`src/rtl/decoder_pkg.sv`:
```
// Shared definitions for the handshaked one-hot decoder: mode encodings,
// FSM state enum and a small elaboration-time helper.
// No ports; imported by decoder_seq.
package decoder_pkg;

  localparam logic [1:0] MODE_PULSE = 2'b00;
  localparam logic [1:0] MODE_LATCH = 2'b01;
  localparam logic [1:0] MODE_SCAN  = 2'b10;
  localparam logic [1:0] MODE_CLEAR = 2'b11;

  typedef enum logic [1:0] {
    ST_IDLE  = 2'd0,
    ST_PULSE = 2'd1,
    ST_HOLD  = 2'd2,
    ST_SCAN  = 2'd3
  } state_e;

  function automatic int max_int(input int a, input int b);
    return (a > b) ? a : b;
  endfunction

endpackage

```
`src/rtl/onehot_dec.sv`:
```
// Combinational BITS->SIZE binary-to-one-hot decoder; all-zero when the
// index is SIZE or above.
// Ports: idx_i (binary index), dec_o (one-hot result).
module onehot_dec #(
  parameter int BITS = 2,
  parameter int SIZE = 4
) (
  input  logic [BITS-1:0] idx_i,
  output logic [SIZE-1:0] dec_o
);

  always_comb begin
    dec_o = '0;
    for (int i = 0; i < SIZE; i++) begin
      if (int'(idx_i) == i) dec_o[i] = 1'b1;
    end
  end

endmodule

```
`src/rtl/decoder_seq.sv`:
```
// Registered, valid/ready handshaked one-hot decoder with PULSE, LATCH,
// SCAN and CLEAR modes; out-of-range indices raise a one-cycle err.
// Ports: clk, rst_n, in_valid/in_ready/in/mode (request side),
//        out/out_valid (select vector), busy, err (status). Latency 1 cycle.
module decoder_seq
  import decoder_pkg::*;
#(
  parameter int BITS      = 2,
  parameter int SIZE      = 4,
  parameter int PULSE_LEN = 1
) (
  input  logic            clk,
  input  logic            rst_n,
  input  logic            in_valid,
  output logic            in_ready,
  input  logic [BITS-1:0] in,
  input  logic [1:0]      mode,
  output logic [SIZE-1:0] out,
  output logic            out_valid,
  output logic            busy,
  output logic            err
);

  localparam int CNT_MAX = max_int(PULSE_LEN, SIZE);
  localparam int CW      = $clog2(CNT_MAX + 1);

  // Counter holds "remaining steps after the current one", so it is loaded
  // with length-1 and the state exits on the edge where it reads zero.
  localparam logic [CW-1:0]   PULSE_LOAD = CW'(PULSE_LEN - 1);
  localparam logic [CW-1:0]   SCAN_LOAD  = CW'(SIZE - 1);
  localparam logic [BITS-1:0] IDX_LAST   = BITS'(SIZE - 1);
  // One extra bit so SIZE == 2**BITS is representable.
  localparam logic [BITS:0]   SIZE_W     = (BITS + 1)'(SIZE);

  state_e          state_q, state_d;
  logic [BITS-1:0] idx_q, idx_d;
  logic [CW-1:0]   cnt_q, cnt_d;
  logic            en_q, en_d;
  logic            err_q, err_d;

  logic            accept;
  logic            in_range;
  logic [BITS-1:0] idx_inc;
  logic [SIZE-1:0] dec;

  assign in_ready = (state_q == ST_IDLE) || (state_q == ST_HOLD);
  assign accept   = in_valid && in_ready;
  assign in_range = ({1'b0, in} < SIZE_W);

  // Explicit wrap at SIZE-1 keeps the scan inside range for non-power-of-2 SIZE.
  assign idx_inc = (idx_q == IDX_LAST) ? '0 : idx_q + BITS'(1);

  always_comb begin
    state_d = state_q;
    idx_d   = idx_q;
    cnt_d   = cnt_q;
    en_d    = en_q;
    err_d   = 1'b0;

    if (accept) begin
      if (!in_range) begin
        state_d = ST_IDLE;
        en_d    = 1'b0;
        err_d   = 1'b1;
      end else begin
        case (mode)
          MODE_PULSE: begin
            state_d = ST_PULSE;
            idx_d   = in;
            cnt_d   = PULSE_LOAD;
            en_d    = 1'b1;
          end
          MODE_LATCH: begin
            state_d = ST_HOLD;
            idx_d   = in;
            en_d    = 1'b1;
          end
          MODE_SCAN: begin
            state_d = ST_SCAN;
            idx_d   = in;
            cnt_d   = SCAN_LOAD;
            en_d    = 1'b1;
          end
          default: begin
            state_d = ST_IDLE;
            en_d    = 1'b0;
          end
        endcase
      end
    end else begin
      case (state_q)
        ST_PULSE: begin
          if (cnt_q == '0) begin
            state_d = ST_IDLE;
            en_d    = 1'b0;
          end else begin
            cnt_d = cnt_q - CW'(1);
          end
        end
        ST_SCAN: begin
          if (cnt_q == '0) begin
            state_d = ST_IDLE;
            en_d    = 1'b0;
          end else begin
            cnt_d = cnt_q - CW'(1);
            idx_d = idx_inc;
          end
        end
        default: ;
      endcase
    end
  end

  always_ff @(posedge clk or negedge rst_n) begin
    if (!rst_n) begin
      state_q <= ST_IDLE;
      idx_q   <= '0;
      cnt_q   <= '0;
      en_q    <= 1'b0;
      err_q   <= 1'b0;
    end else begin
      state_q <= state_d;
      idx_q   <= idx_d;
      cnt_q   <= cnt_d;
      en_q    <= en_d;
      err_q   <= err_d;
    end
  end

  onehot_dec #(
    .BITS (BITS),
    .SIZE (SIZE)
  ) u_dec (
    .idx_i (idx_q),
    .dec_o (dec)
  );

  // idx_q only ever holds in-range values while en_q is set, so en_q
  // is exactly |out and serves directly as out_valid.
  assign out       = dec & {SIZE{en_q}};
  assign out_valid = en_q;
  assign busy      = (state_q == ST_PULSE) || (state_q == ST_SCAN);
  assign err       = err_q;

endmodule
```
`config.mk`:
```
export PLATFORM = sky130hd
export DESIGN_NAME = decoder_seq
export DESIGN_NICKNAME = d
export VERILOG_FILES = /design/src/rtl/decoder_pkg.sv /design/src/rtl/onehot_dec.sv /design/src/rtl/decoder_seq.sv
export SDC_FILE = /design/constraint.sdc
export NUM_CORES = 1
export LEC_CHECK = 0
export ABC_CLOCK_PERIOD_IN_PS = 1700
export CAP_MARGIN = 5
export CORE_AREA = 2 2 40 42
export DETAILED_ROUTE_END_ITERATION = 7
export DIE_AREA = 0 0 42 44
export PLACE_DENSITY = 0.66
export SYNTH_ARGS = -nofsm -noshare
export SYNTH_HDL_FRONTEND = slang
export SYNTH_HIERARCHICAL = 1
export SYNTH_SLANG_ARGS = --single-unit
```
`constraint.sdc`:
```
create_clock -name clk -period 1.7 [get_ports clk]
set_clock_uncertainty 0.15 [all_clocks]
set_input_delay 0.17 -clock clk [delete_from_list [all_inputs] [get_ports clk]]
set_output_delay 0.17 -clock clk [all_outputs]
set_load 0.05 [all_outputs]
```
==> flow_summary_export.csv <==
group,metric,value,unit
cts,cts_tree,"done",
cts,numCtsBuffers,3,
route,wl_per_cell,10.96,µm
floorplan,dieArea,1848,µm²
synth,syn_area,558.0,µm²
power,pwr_density_cell,2066,nW/µm²
global_route,grt_pass1_vias,460,
cts,cts.sinks,8,
synth,synth_area_per_cell,10.33,µm²
worst_setup_path,cp_slowest_cell,"dfrtp_1",
global_route,grtUsageMet1,15.28,%
cts,path_clk_slew,0.05,ns
power,leakage,0.4251,nW
worst_setup_path,cpLargestDelayFamily,"flip-flops",
route,firstDrtPassIters,4,
global_route,gr-usage-all-layers,13.29,%
route,drt-total-wl,997,µm
floorplan,ios,15,
finish,finalNetCount,90,
worst_setup_path,cp_cell_sequence,"inv_1 > ha_2 > ha_2 > nand2b_4 > o22ai_4 > mux2_4",
sta,hold_violations,0,
route,drtIter0Drc,4,
global_route,gr-total-overflow,0,
worst_setup_path,timing.critical_path.mode_cell,"ha_2",
cts,cts-root-buf,"clkbuf_4",
sta,clock.fmax,612.5,MHz
worst_setup_path,cp_num_buf_inv,1,
global_route,antenna_found_initial,0,
job,cap_violations,0,
power,irDropWorstVdd,1008,µV
sta,finalCritPeriodShare,96.03,%
route,drcViolationCount,0,
power,power.total,0.001763,W
route,ant_nets,0,
route,vias_per_cell,4.868,
sta,drv_slew,0,
sta,fin_crit,1.633,ns
placed_design,dp_cells,88,
cts,htree_num_levels,1,
synth,synth-seq-cells,8,
finish,syn2layout_area_growth,52.91,%
worst_setup_path,crit_path_max_fanout,2,
floorplan,die_w,42,µm
cts,post_cts_resized,0,
finish,final_area,853.3,µm²
cts,post_cts_buffers,0,
synth,synth.distinct_cells,24,
placed_design,place_area,807.0,µm²
synth,syn_nets,67,
global_route,use_met3,1.667,%
floorplan,initial_core_util,39.33,%
worst_setup_path,arrival,1.62,ns
finish,fin_cells,91,
placed_design,port_buffers,13,
status,status,"complete, no violations",
cts,clk_latency,0.25,ns
floorplan,die_y,44,µm
sta,rsz0062_at_grt,"false",
worst_setup_path,max_stage_delay,0.34,ns
global_route,grt_pass1_wl,1.800,mm
worst_setup_path,cp-start-kind,"flop",
worst_setup_path,endpoint_kind,"flop",
synth,ys_warn_count,6,
cts,clockBufferDepth,2,
floorplan,rows,14,
placed_design,hpwl,820.9,µm
cts,cts_hold_buffers,0,
sta,finalSetupViolCount,0,
worst_setup_path,crit_type,"reg2reg",
synth,synth_seq_area_share,35.87,%
floorplan,coreArea,1419,µm²
global_route,busiest_layer,"met2",
finish,drive_above_1_share,38.67,%
synth,synth_cells,54,
global_route,gr-usage-met2,22.81,%
global_route,grt_max_degree,9,
hold_path,min_path_type,"in2async",
placed_design,gp_congestion,0.8004,
sta,final.setup.tns,0,ns
route,vias,443,
finish,diodes,0,
worst_setup_path,worst-endpoint-required,1.68,ns
==> power by group <==
| group | internal [W] | leakage (nW) | switching (W) |
|---|---|---|---|
| clock | 0.0000805 | 0.0138 | 0.0000602 |
| combinational | 0.000664 | 0.315 | 0.000610 |
| sequential | 0.000289 | 0.0963 | 0.0000582 |
==> final timing paths <==
kind	cells after the start	slack, ns	start	endpoint
max in group asynchronous	1	1.09	rst_n	state_q[1]
hold / removal	1	0.05	rst_n	cnt_q[1]
hold reg to reg	1	0.35	state_q[1]	state_q[1]
setup / recovery	6	0.07	cnt_q[0]	idx_q[1]
min in group clk	1	0.35	state_q[1]	state_q[1]
setup reg to reg	6	0.07	cnt_q[0]	idx_q[1]
==> layout by cell type, fill, tap and decap left out, types with 2 or more instances in the layout <==
cell and count:
ha_2 2, buf_12 6, nor2_1 3, and2_1 4, ha_1 4, nand2b_4 2
mux2i_1 3, inv_1 8, mux2_4 4, clkbuf_4 3, buf_4 8, nand2_1 2
dfrtp_1 8, clkdlybuf4s50_1 6
==> logic make-up after synthesis <==
family,synth area share [%]
AO/OA/AOI/OAI,9.415
buffers and inverters,7.399
multiplexers,16.14
AND/OR/NAND/NOR,15.47
adder cells (fa/ha/maj),13.45
other,0.6720
XOR/XNOR,1.570
flip-flops,35.87
==> metrics by stage <==
step	utilization (%)	setup WS [ns]	hold slack (ns)
final	60.14	0.06741	0.04638
after global routing	60.14	0.004596	0.06945
after CTS	58.47	0.01621	0.05702
after detailed placement	56.88	0.02685	0.3222
after global placement	56.88	0.05347	0.3175
after floorplan	-	0.008184	-0.2756
==> flip-flops by register name (all words and copies together) (netlist names) <==
| name | cells |
|---|---|
| out_valid | 1 |
| state_q | 2 |
| cnt_q | 3 |
| idx_q | 2 |
==> final cells by class <==
| class | instances | area (µm²) |
|---|---|---|
| Inverter | 8 | 30.03 |
| Clock buffer | 3 | 22.52 |
| Sequential cell | 8 | 200.2 |
| Timing Repair Buffer | 20 | 240.2 |
| Fill cell | 117 | 565.5 |
| Tap cell | 16 | 20.02 |
| Multi-Input combinational cell | 36 | 340.3 |
==> layer usage <==
metal	up-vias	share of wire [%]
met2	17	46
met1	202	46
met5	-	0
met3	4	4.5
met4	0	3.4
li1	220	-
==> synth_stat cells (all sizes together) <==
library cell  n  area share (%)
mux2i         3             5.4
o22ai         2             3.4
a32o          1             1.8
ha            6              13
nor2          3             2.0
dfrtp         8              36
and2          5             5.8
nor2b         1             1.1
and2b         1             1.6
o21ai         2             1.8
inv           8             5.4
nand2         2             1.3
conb          1            0.67
xor2          1             1.6
buf           1             1.3
nand2b        2             3.6
a221oi        1             1.6
a21oi         1            0.90
mux2          4              11
clkbuf        1            0.67
Note: power is estimated with default switching activity, not from simulation.
